## src/rtl/bcd_display_scanner.sv

```systemverilog
// bcd_display_scanner: multiplexed BCD 7-segment scanner with leading-zero blanking and a frozen snapshot
module bcd_display_scanner #(
    parameter int N_DIGITS    = 4,
    parameter int REFRESH_DIV = 50000,
    parameter int ACTIVE_LOW  = 1,
    parameter int HEX_EN      = 0,
    parameter int BLANK_LZ    = 1
) (
    input  logic                    clk,
    input  logic                    rst,
    input  logic [4*N_DIGITS-1:0]   value_in,
    input  logic [N_DIGITS-1:0]     dp_in,
    input  logic                    freeze,
    input  logic                    capture,
    output logic                    held,
    output logic [4*N_DIGITS-1:0]   snap_out,
    output logic [6:0]              seg,
    output logic                    dp,
    output logic [N_DIGITS-1:0]     an
);
    localparam int IW = $clog2(N_DIGITS);
    localparam int PW = $clog2(REFRESH_DIV);
    localparam logic [6:0] seg_off = (ACTIVE_LOW != 0) ? 7'h7f : 7'h00;
    localparam logic [6:0] seg_dash = 7'b0111111;
    logic [PW-1:0]           presc;
    logic [IW-1:0]           idx;
    logic                    load;
    logic                    wrap;
    logic [4*N_DIGITS-1:0]   src;
    logic [N_DIGITS-1:0]     blank;
    logic                    nz;
    logic [3:0]              dig;
    logic [6:0]              pat;
    logic                    lit_dp;
    logic [N_DIGITS-1:0]     en;

    // active-low segment patterns {g,f,e,d,c,b,a}
    function automatic logic [6:0] decode(input logic [3:0] d);
        case (d)
            4'h0: decode = 7'b1000000;
            4'h1: decode = 7'b1111001;
            4'h2: decode = 7'b0100100;
            4'h3: decode = 7'b0110000;
            4'h4: decode = 7'b0011001;
            4'h5: decode = 7'b0010010;
            4'h6: decode = 7'b0000010;
            4'h7: decode = 7'b1111000;
            4'h8: decode = 7'b0000000;
            4'h9: decode = 7'b0010000;
            4'ha: decode = 7'b0001000;
            4'hb: decode = 7'b0000011;
            4'hc: decode = 7'b1000110;
            4'hd: decode = 7'b0100001;
            4'he: decode = 7'b0000110;
            default: decode = 7'b0001110;
        endcase
    endfunction

    assign wrap = presc == PW'(REFRESH_DIV - 1);
    assign src  = held ? snap_out : value_in;

    // snapshot: freeze low clears and re-arms, first capture while frozen latches value_in
    always_ff @(posedge clk or posedge rst) begin
        if (rst) begin
            held     <= 1'b0;
            snap_out <= '0;
        end else if (!freeze) begin
            held     <= 1'b0;
            snap_out <= '0;
        end else if (!held && capture) begin
            held     <= 1'b1;
            snap_out <= value_in;
        end
    end

    // slot timer and digit index; load marks the first cycle of each new slot
    always_ff @(posedge clk or posedge rst) begin
        if (rst) begin
            presc <= '0;
            idx   <= '0;
            load  <= 1'b1;
        end else begin
            presc <= wrap ? '0 : presc + 1'b1;
            load  <= wrap;
            if (wrap)
                idx <= (idx == IW'(N_DIGITS - 1)) ? '0 : idx + 1'b1;
        end
    end

    // leading-zero scan from the top digit down; digit 0 is never blanked
    always_comb begin
        nz    = 1'b0;
        blank = '0;
        for (int d = N_DIGITS - 1; d >= 0; d--) begin
            nz       = nz | (src[4*d +: 4] != 4'h0);
            blank[d] = (BLANK_LZ != 0) && (d != 0) && !nz;
        end
    end

    // decode the active digit in lit-low form before polarity is applied
    always_comb begin
        dig    = src[idx*4 +: 4];
        pat    = blank[idx] ? 7'h7f : (dig > 4'd9 && HEX_EN == 0) ? seg_dash : decode(dig);
        lit_dp = dp_in[idx] & ~blank[idx];
        en     = N_DIGITS'(1) << idx;
    end

    // pins change only at slot start so mid-slot input changes never glitch the display
    always_ff @(posedge clk or posedge rst) begin
        if (rst) begin
            seg <= seg_off;
            dp  <= (ACTIVE_LOW != 0);
            an  <= (ACTIVE_LOW != 0) ? '1 : '0;
        end else if (load) begin
            seg <= (ACTIVE_LOW != 0) ? pat : ~pat;
            dp  <= (ACTIVE_LOW != 0) ? ~lit_dp : lit_dp;
            an  <= (ACTIVE_LOW != 0) ? ~en : en;
        end
    end
endmodule
```

## config.mk

```make
export PLATFORM = sky130hd
export DESIGN_NAME = bcd_display_scanner
export DESIGN_NICKNAME = d
export VERILOG_FILES = /design/src/rtl/bcd_display_scanner.sv
export SDC_FILE = /design/constraint.sdc
export NUM_CORES = 1
export LEC_CHECK = 0
export BUFFER_PORTS_ARGS = -buffer_cell sky130_fd_sc_hd__buf_4
export CAP_MARGIN = 25
export CORE_ASPECT_RATIO = 2
export CORE_MARGIN = 4
export CORE_UTILIZATION = 55
export CTS_BUF_LIST = sky130_fd_sc_hd__clkbuf_16
export CTS_CLUSTER_DIAMETER = 40
export DETAILED_ROUTE_END_ITERATION = 8
export GPL_TIMING_DRIVEN = 0
export HOLD_SLACK_MARGIN = 0.15
export PLACE_DENSITY = 0.87
export SLEW_MARGIN = 0
export SYNTH_ARGS = -nofsm -noshare
export SYNTH_HDL_FRONTEND = slang
export SYNTH_SLANG_ARGS = --single-unit
```

## constraint.sdc

```tcl
create_clock -name clk -period 5.2 [get_ports clk]
set_clock_uncertainty 0.15 [all_clocks]
set_input_delay 0.26 -clock clk [delete_from_list [all_inputs] [get_ports clk]]
set_output_delay 0.26 -clock clk [all_outputs]
set_load 0.1 [all_outputs]
```

Word level (Yosys, flattened, before mapping)
Memory sizes are Yosys's and may differ from the RTL's.
Index checks and enable logic that the tools add are counted.
- equality and inequality tests: 3
- bitwise operators: 6
- shift operators: 2
- reductions and logical operators: 8
- muxes and demuxes: 13
- order comparisons: 2
- add/subtract/negate cells: 2
- operators by type and width (kind ; count):
    16-bit two-way mux ; 4
    16-bit by 1-bit adder with 16-bit output (second input constant) ; 1
    16-bit equality test (second input constant) ; 1
    16-bit by 5-bit indexed part select with 4-bit output ; 1
    7-bit two-way mux ; 2
    4-bit nonzero test ; 3
    1-bit binary-select mux with 2-bit select ; 2
    4-bit greater-than comparator (second input constant) ; 1
    1-bit logical NOT ; 4
    1-bit two-way mux ; 4
    4-bit inverter ; 1
    1-bit by 2-bit left shift with 4-bit output (first input constant) ; 1
    2-bit by 3-bit < comparator with 1-bit output (second input constant) ; 1
    2-bit by 1-bit adder with 2-bit output (second input constant) ; 1
    2-bit equality test (second input constant) ; 1
    2-bit two-way mux ; 1
    2-bit by 1-bit inequality test with 1-bit output (second input constant) ; 1
    1-bit inverter ; 2
    1-bit OR ; 2
    1-bit bitwise AND ; 1
    1-bit logical AND ; 1
- bits in read-only memories: 112
- register bits after elaboration: 48
- memories: 1
- memories (name ; depth ; bits a word ; rd ports ; clocked after memory_dff ; write ports ; RTL line ; source):
    (name not given) ; 16 ; 7 ; 1 ; 0 ; 0 ; 39 ; case (d)

Longest topological paths before layout
Gate-level depths: netlist (run 1).
- depth after elaboration: 10
- depth in mapped cells: 9
- gate-level depth less buffers: 7

Worst setup path before layout (run 1)
Ideal clock, no wire load.
- path kind: flip-flop to flip-flop
- start: register held
- end: register seg[0]
- data arrival time: 2.764 ns
- stages on the path, launching flop included: 10
- path slack: 2.225 ns
- setup time: 0.061 ns
- path buffers: 2
- data required time: 4.989 ns
- cells stage by stage: dfrtp_1 -> buf_6 -> clkbuf_8 -> mux4_1 -> mux2i_4 -> inv_1 -> ha_1 -> o21a_1 -> o221ai_2 -> o22a_1
- word-level cells in the longest chain between the ends: 8
- elaborated cells on any way between the ends: 16
- classes of those cells: order compare (1); shift (1); mux (5); bitwise (2); reduce/logical (6); memory (1)
- ends and longest elaborated chain (element ; RTL line ; source):
    start: declaration ; 15 ; output logic held,
    start signal: assignment ; 65 ; held <= 1'b0;
    start signal: assignment ; 68 ; held <= 1'b0;
    start signal: assignment ; 71 ; held <= 1'b1;
    16-bit two-way mux * ; 60 ; assign src = held ? snap_out : value_in;
    branches (longest 6 deep; another with memory read 16 x 7 bit) ; -- ;
    7-bit two-way mux * ; 103 ; pat = blank[idx] ? 7'h7f : (dig > 4'd9 && HEX_EN == 0) ? seg_dash : decode(dig);
    end signal: assignment ; 111 ; seg <= seg_off;
    end signal: assignment ; 115 ; seg <= (ACTIVE_LOW != 0) ? pat : ~pat;
    end: declaration ; 17 ; output logic [6:0] seg,
Mark *: on every way between the ends. The select of a mux whose other input is x is not followed.
A chain may end at the register's enable or synchronous reset.

Worst setup path after layout (run 1)
- start: register idx[1]
- end: register seg[0]
- word-level cells in the longest chain between the ends: 4
- elaborated cells on any way between the ends: 7
- classes of those cells: order compare (1); shift (1); mux (4); memory (1)
- ends and longest elaborated chain (element ; RTL line ; source):
    start: declaration ; 26 ; logic [IW-1:0] idx;
    start signal: assignment ; 86 ; idx <= (idx == IW'(N_DIGITS - 1)) ? '0 : idx + 1'b1;
    16-bit by 5-bit indexed part select with 4-bit output ; 102 ; dig = src[idx*4 +: 4];
    memory read 16 x 7 bit or 4-bit greater-than comparator (tied branches) ; -- ;
    7-bit two-way mux ; 103 ;
    7-bit two-way mux * ; 103 ;
Every way passes the cells marked *; elsewhere a longest branch is shown, timed or not. The select of a mux whose other input is x is not followed.

==> flow_summary.ini, run 1 <==
[logic_synthesis]
syn_nets = 286
synth_edf_count = 0
synth.area.top_cells = sky130_fd_sc_hd__dfrtp_1 32%, sky130_fd_sc_hd__dfstp_2 12%, sky130_fd_sc_hd__ha_1 5.4%, sky130_fd_sc_hd__nand2_1 5.3%, sky130_fd_sc_hd__mux4_1 4.8%
synth.distinct_cells = 42
async_reset_ff_share_pct = 100
synthesized_area_per_cell_um2 = 11.0
synthesis.area_um2 = 2760
yosys_reg_bits = 48
yosysTopAreaCellShare_pct = 31.8
yosys_warnings = 0
synth_largest_area_cell = sky130_fd_sc_hd__dfrtp_1
synth-seq-area-share_pct = 44.2
synth_ff_type = sky130_fd_sc_hd__dfrtp_1
synthCells = 250
yosysMostFrequentCell = sky130_fd_sc_hd__nand2_1
yosys-top-cells-count = 39 x sky130_fd_sc_hd__nand2_1, 35 x sky130_fd_sc_hd__dfrtp_1, 17 x sky130_fd_sc_hd__nor2_1

[placement]
input_output_buffers = 52
place.detailed.hpwl_mm = 5.25
finalWeightedCongestion = 0.891
dp.cells = 360

[worst_setup_path]
max_stage_delay_ns = 0.65
critical_path_class = reg2reg
reg2reg_from = idx[1]$_DFFE_PP0N_
path_cells = buf_6 -> mux4_1 -> mux2i_4 -> inv_1 -> ha_1 -> o21a_1 -> o221ai_2 -> o22a_1
crit_fanout = 10
rr_endpoint = seg[0]$_DFFE_PP1P_
worst-path-buf-inv = 2
end_kind = register
critical_path.slowest_cell = sky130_fd_sc_hd__mux4_1
worst_r2r_path_depth = 8
reg2reg_slack_ns = 2.24
crit_required_ns = 5.28
cpLargestDelayFamily = multiplexers
start_kind = register
cp_data_arrival_time_ns = 3.04
timing.critical_path.depth = 8

[sta]
tns_ns = 0
max_freq_mhz = 337
timing.slew.headroom_pct = 66.0
fin_crit_ns = 2.96
period_share_pct = 57.0
slew_at_the_pin_closest_to_its_max_slew_limit_ns = 0.510
grt_setup_unrepaired = no
number_of_failing_setup_endpoints_in_the_final_timing_report = 0
timing.final.max_slew_violations = 0
hold_violations = 0

[global_routing]
number_of_global_route_vias_before_repair = 2440
first_pass_grt_wire_length_mm = 12.3
largest_net_degree_at_the_start_of_global_routing = 33
globalRoute.totalOverflow = 0
antenna_violations_before_repair = 0
groute.usage.overall_pct = 26.1

[floorplanning]
rows = 36
fp.dieW_um = 58.0
die_h_um = 108
area_of_the_die_um2 = 6270
initial_utilization_pct = 56.6
pin_count = 53
design.core.area_um2 = 4860

[min_path]
holdPathEnd = snap_out[8]$_DFFE_PP0P_
kind_of_path_behind_the_tightest_hold_check = in2reg
holdPathStages = 3
worst_hold_startpoint = value_in[8]

[clock_tree]
path_clk_slew_ns = 0.06
tritoncts = yes
cts_buffers = 5
cts.sink_count = 48
htree_num_levels = 2
postCtsResizedCells = 0
hold_buffers = 24
clkLatencyLatePin_ns = 0.29
cts.repair_timing.setup_buffer_count = 0
clockRootBuffer = sky130_fd_sc_hd__clkbuf_16
clockBufferDepth = 2

[layout]
final_net_count = 370
n_antenna_cell = 0
drive_above_1_share_pct = 28.4
area_growth_syn_to_layout_pct = 31.4
final-instance-count-excl-fill = 392

[routing]
dr_total_vias = 2246
route.final.wire_length_mm = 7.41
drtIter0Drc = 135
drt_drc_violations_left = 0
first_pass_iters = 5
drt-wirelength-per-cell_um = 18.9
antenna_left = 0
vias_per_cell = 5.73

[power]
pwr_density_cell_nw_per_um2 = 247
power.leakage_nw = 1.68
vdd_drop_max_uv = 292

[run_status]
run_status = finished, final reports clean

[job]
cap_violations = 0
## power by group
group,internal (mW),switching (mW),total [mW]
logic,0.0712,0.120,0.191
registers,0.381,0.00798,0.389
clock network,0.177,0.136,0.313
total,0.630,0.263,0.893
## area by class of cell
type                       count  area (µm²)
fill                         329        1240
buffer                        13         106
inverter                       9        33.8
tap                           57        71.3
clock inverter                 3        17.5
sequential                    48        1220
clock buffer                   5         125
multi-input combinational    180        1400
timing repair buffer          77         651
## cells by family (layout without fill, tap and decap cells)
group                    Yosys count  after routing  share of synthesized area (%)
XOR/XNOR                          13             13                           4.13
AO/OA/AOI/OAI                     45             45                           12.2
multiplexers                      21             21                           14.0
AND/OR/NAND/NOR                   89             89                           14.9
adder cells (fa/ha/maj)           12             12                           5.45
flip-flops                        48             48                           44.2
buffers and inverters             22            107                           5.09
## sequential cells by signal (all words and copies together) (netlist names)
register and count:
an 4, load 1, dp 1, seg 7, held 1, snap_out 16
idx 2, presc 16
## layout by cell type, fill, tap and decap left out, types with 4 or more instances in the layout
cell type	synthesis	routed
sky130_fd_sc_hd__xor2_1	9	9
sky130_fd_sc_hd__clkbuf_16	0	5
sky130_fd_sc_hd__mux4_1	5	5
sky130_fd_sc_hd__nand3_1	9	9
sky130_fd_sc_hd__xnor2_1	4	4
sky130_fd_sc_hd__a21oi_1	6	6
sky130_fd_sc_hd__buf_4	0	52
sky130_fd_sc_hd__inv_1	8	7
sky130_fd_sc_hd__nand2_1	39	39
sky130_fd_sc_hd__o22a_1	8	8
sky130_fd_sc_hd__o21ai_0	4	4
sky130_fd_sc_hd__dfrtp_1	35	35
sky130_fd_sc_hd__dlygate4sd3_1	0	24
sky130_fd_sc_hd__nor3_1	5	5
sky130_fd_sc_hd__mux2i_1	6	6
sky130_fd_sc_hd__a21boi_0	16	16
sky130_fd_sc_hd__nor2b_1	4	4
sky130_fd_sc_hd__mux4_2	4	4
sky130_fd_sc_hd__dfstp_2	13	13
sky130_fd_sc_hd__clkbuf_1	5	5
sky130_fd_sc_hd__nor2_1	17	17
sky130_fd_sc_hd__ha_1	12	12
sky130_fd_sc_hd__buf_6	5	5
## per-stage QoR
stage	utilization [%]	hold slack [ns]	setup WS [ns]	power (mW)	cell area [µm²]
2_1_floorplan	-	0.227	2.22	0.517	2760
3_3_place_gp	66.1	0.326	2.32	0.565	3220
3_5_place_dp	66.5	0.116	2.24	0.570	3240
4_1_cts	74.4	0.161	2.22	0.896	3620
5_1_grt	74.4	0.169	2.08	0.929	3620
6_report	74.4	0.167	2.24	0.893	3620
## how the worst max path moves through the flow
stage                         end          startpoint  slack, ns
6_report       seg[0]$_DFFE_PP1P_  idx[1]$_DFFE_PP0N_       2.24
2_1_floorplan  seg[0]$_DFFE_PP1P_    held$_DFFE_PP0P_       2.22
3_3_place_gp   seg[4]$_DFFE_PP1P_  idx[1]$_DFFE_PP0N_       2.32
3_5_place_dp   seg[2]$_DFFE_PP1P_  idx[1]$_DFFE_PP0N_       2.24
5_1_grt        seg[0]$_DFFE_PP1P_  idx[1]$_DFFE_PP0N_       2.08
4_1_cts        seg[0]$_DFFE_PP1P_  idx[1]$_DFFE_PP0N_       2.22
## worst min-delay path, cell delays in order
cell,delay (ns)
sky130_fd_sc_hd__buf_4,0.13
sky130_fd_sc_hd__nand2_1,0.06
sky130_fd_sc_hd__a21boi_0,0.10
## routing by layer
| layer | GRT usage [%] | vias up | wire length (µm) |
|---|---|---|---|
| met5 | 0 | - | 0 |
| met4 | 12.6 | 0 | 314 |
| met3 | 3.58 | 27 | 343 |
| met2 | 48.4 | 88 | 4140 |
| met1 | 27.8 | 1077 | 2600 |
| li1 | - | 1054 | - |
Power figures use the tool's default switching activity.
==> inputs of run 2 (changes only) <==
==> constraint.sdc (replaced) <==
create_clock -name clk -period 3 [get_ports clk]
set_clock_uncertainty 0.15 [all_clocks]
set_input_delay 0.15 -clock clk [delete_from_list [all_inputs] [get_ports clk]]
set_output_delay 0.15 -clock clk [all_outputs]
set_load 0.1 [all_outputs]
==> run 2 against run 1 <==
- first-iteration DRC count down 7.4%
- wire length up 3.6%
- critical path type unchanged
- highest routed layer unchanged
- clock power up 74%
- global-route usage up 0.97 points
- count of clock-buffer cells in the layout unchanged
- combinational power up 75%
==> flow_summary.ini, run 2 (synthesized netlist as in run 1, its figures left out) <==
[layout]
final_common_cell = sky130_fd_sc_hd__buf_4
mostFrequentLayoutCells = 52 x sky130_fd_sc_hd__buf_4, 39 x sky130_fd_sc_hd__nand2_1, 34 x sky130_fd_sc_hd__dfrtp_1
final_net_count = 371
final-instance-count-excl-fill = 393
finish.instance_area_um2 = 3640
finish.utilization_pct = 74.9
drive_above_1_share_pct = 28.6
layout_top_registers = presc (16), snap_out (16), seg (7)
n_antenna_cell = 0
area_growth_syn_to_layout_pct = 32.2

[clock_tree]
clockBufferDepth = 2
cts.sink_count = 48
clockRootBuffer = sky130_fd_sc_hd__clkbuf_16
cts_buffers = 5
htree_num_levels = 2
clkLatencyLatePin_ns = 0.29
tritoncts = yes
path_clk_slew_ns = 0.06

[power]
fin_total_pwr_mw = 1.55
vdd_drop_max_uv = 507
power.leakage_nw = 1.69
pwr_density_cell_nw_per_um2 = 427

[sta]
max_freq_mhz = 348
slew_at_the_pin_closest_to_its_max_slew_limit_ns = 0.509
grt_setup_unrepaired = no
number_of_failing_setup_endpoints_in_the_final_timing_report = 0
timing.final.max_slew_violations = 0
tns_ns = 0
hold_violations = 0
period_share_pct = 95.9
fin_crit_ns = 2.88
postLayoutSetupSlackWorst_ns = 0.123
timing.slew.headroom_pct = 66.1
fin_worst_hold_slack_ns = 0.251

[worst_setup_path]
crit_fanout = 10
max_stage_delay_ns = 0.66
end_kind = register
cp_data_arrival_time_ns = 2.96
critical_path_class = reg2reg
start_kind = register
critical_path.slowest_cell = sky130_fd_sc_hd__mux4_1
crit_required_ns = 3.08
path_cells = buf_6 -> mux4_1 -> mux2i_4 -> inv_1 -> ha_1 -> o21a_1 -> o221ai_4 -> o22a_1

[global_routing]
globalRoute.totalOverflow = 0
largest_net_degree_at_the_start_of_global_routing = 33
groute.usage.overall_pct = 27.0
number_of_global_route_vias_before_repair = 2464
first_pass_grt_wire_length_mm = 12.7
antenna_violations_before_repair = 0

[placement]
input_output_buffers = 52
dp.cells = 360
place_area_um2 = 3240
finalWeightedCongestion = 0.891
dpl_worst_slack_ns = 0.0416
place.detailed.hpwl_mm = 5.25

[routing]
vias_per_cell = 5.91
route.final.wire_length_mm = 7.67
drtIter0Drc = 125
drt-wirelength-per-cell_um = 19.5
dr_total_vias = 2324
first_pass_iters = 4
drt_drc_violations_left = 0
antenna_left = 0

[min_path]
kind_of_path_behind_the_tightest_hold_check = in2async

[floorplanning]
design.core.area_um2 = 4860
initial_utilization_pct = 56.6
area_of_the_die_um2 = 6270
fp.dieW_um = 58.0
pin_count = 53
die_h_um = 108
rows = 36

[job]
cap_violations = 0

[run_status]
run_status = finished, final reports clean
-- run 2: cell types whose count changed in the layout (fill, tap and decap cells not counted), sizes merged --
cell / before / now
dlygate4sd3: 24 / 25
-- run 2: cell type report --
cell class / instances / area (µm²)
flip-flops and latches: 48 / 1220
inverters: 9 / 33.8
well taps: 57 / 71.3
fillers: 322 / 1220
repair buffers: 78 / 661
clock buffers: 5 / 125
clock inverters: 3 / 17.5
multi-input cells: 180 / 1410
plain buffers: 13 / 106
-- run 2: path summary, 6_finish.rpt --
| path | start | to | slack [ns] | cells after the start |
|---|---|---|---|---|
| worst max-delay path | idx[1]$_DFFE_PP0N_ | seg[5]$_DFFE_PP1P_ | 0.12 | 8 |
| worst min-delay path | rst | snap_out[8]$_DFFE_PP0P_ | 0.25 | 3 |
| worst max register to register | idx[1]$_DFFE_PP0N_ | seg[5]$_DFFE_PP1P_ | 0.12 | 8 |
| worst min register to register | presc[0]$_DFF_PP0_ | presc[0]$_DFF_PP0_ | 0.34 | 1 |
| max in group asynchronous | rst | load$_DFF_PP1_ | 1.89 | 4 |
| min in group clk | dp_in[0] | dp$_DFFE_PP1P_ | 0.27 | 4 |
-- run 2: metal layers --
layer	vias to the layer above	global-route usage, %	part of all wire [%]
li1	1053	-	-
met1	1159	29.6	36
met2	88	49.8	56
met3	24	3.82	3.8
met4	0	12.1	3.9
met5	-	0	0
-- run 2: worst max-delay path: cells and delay by family (launching register included) --
family	cells	cell delay (ns)
flops	1	0.45
fa+ha+maj	1	0.27
mux	2	0.96
buf+inv	2	0.33
compound gates	3	0.66
-- run 2: report_power, final --
group / internal, mW / switching [mW]
combinational: 0.124 / 0.210
clock: 0.307 / 0.237
sequential: 0.661 / 0.0143
total: 1.09 / 0.462
-- run 2: repair_timing --
action,CTS,global route
setup endpoints to repair,0,6
setup buffers,0,0
endpoints found under the hold margin,60,0
hold buffers,25,0
resized for setup,0,2
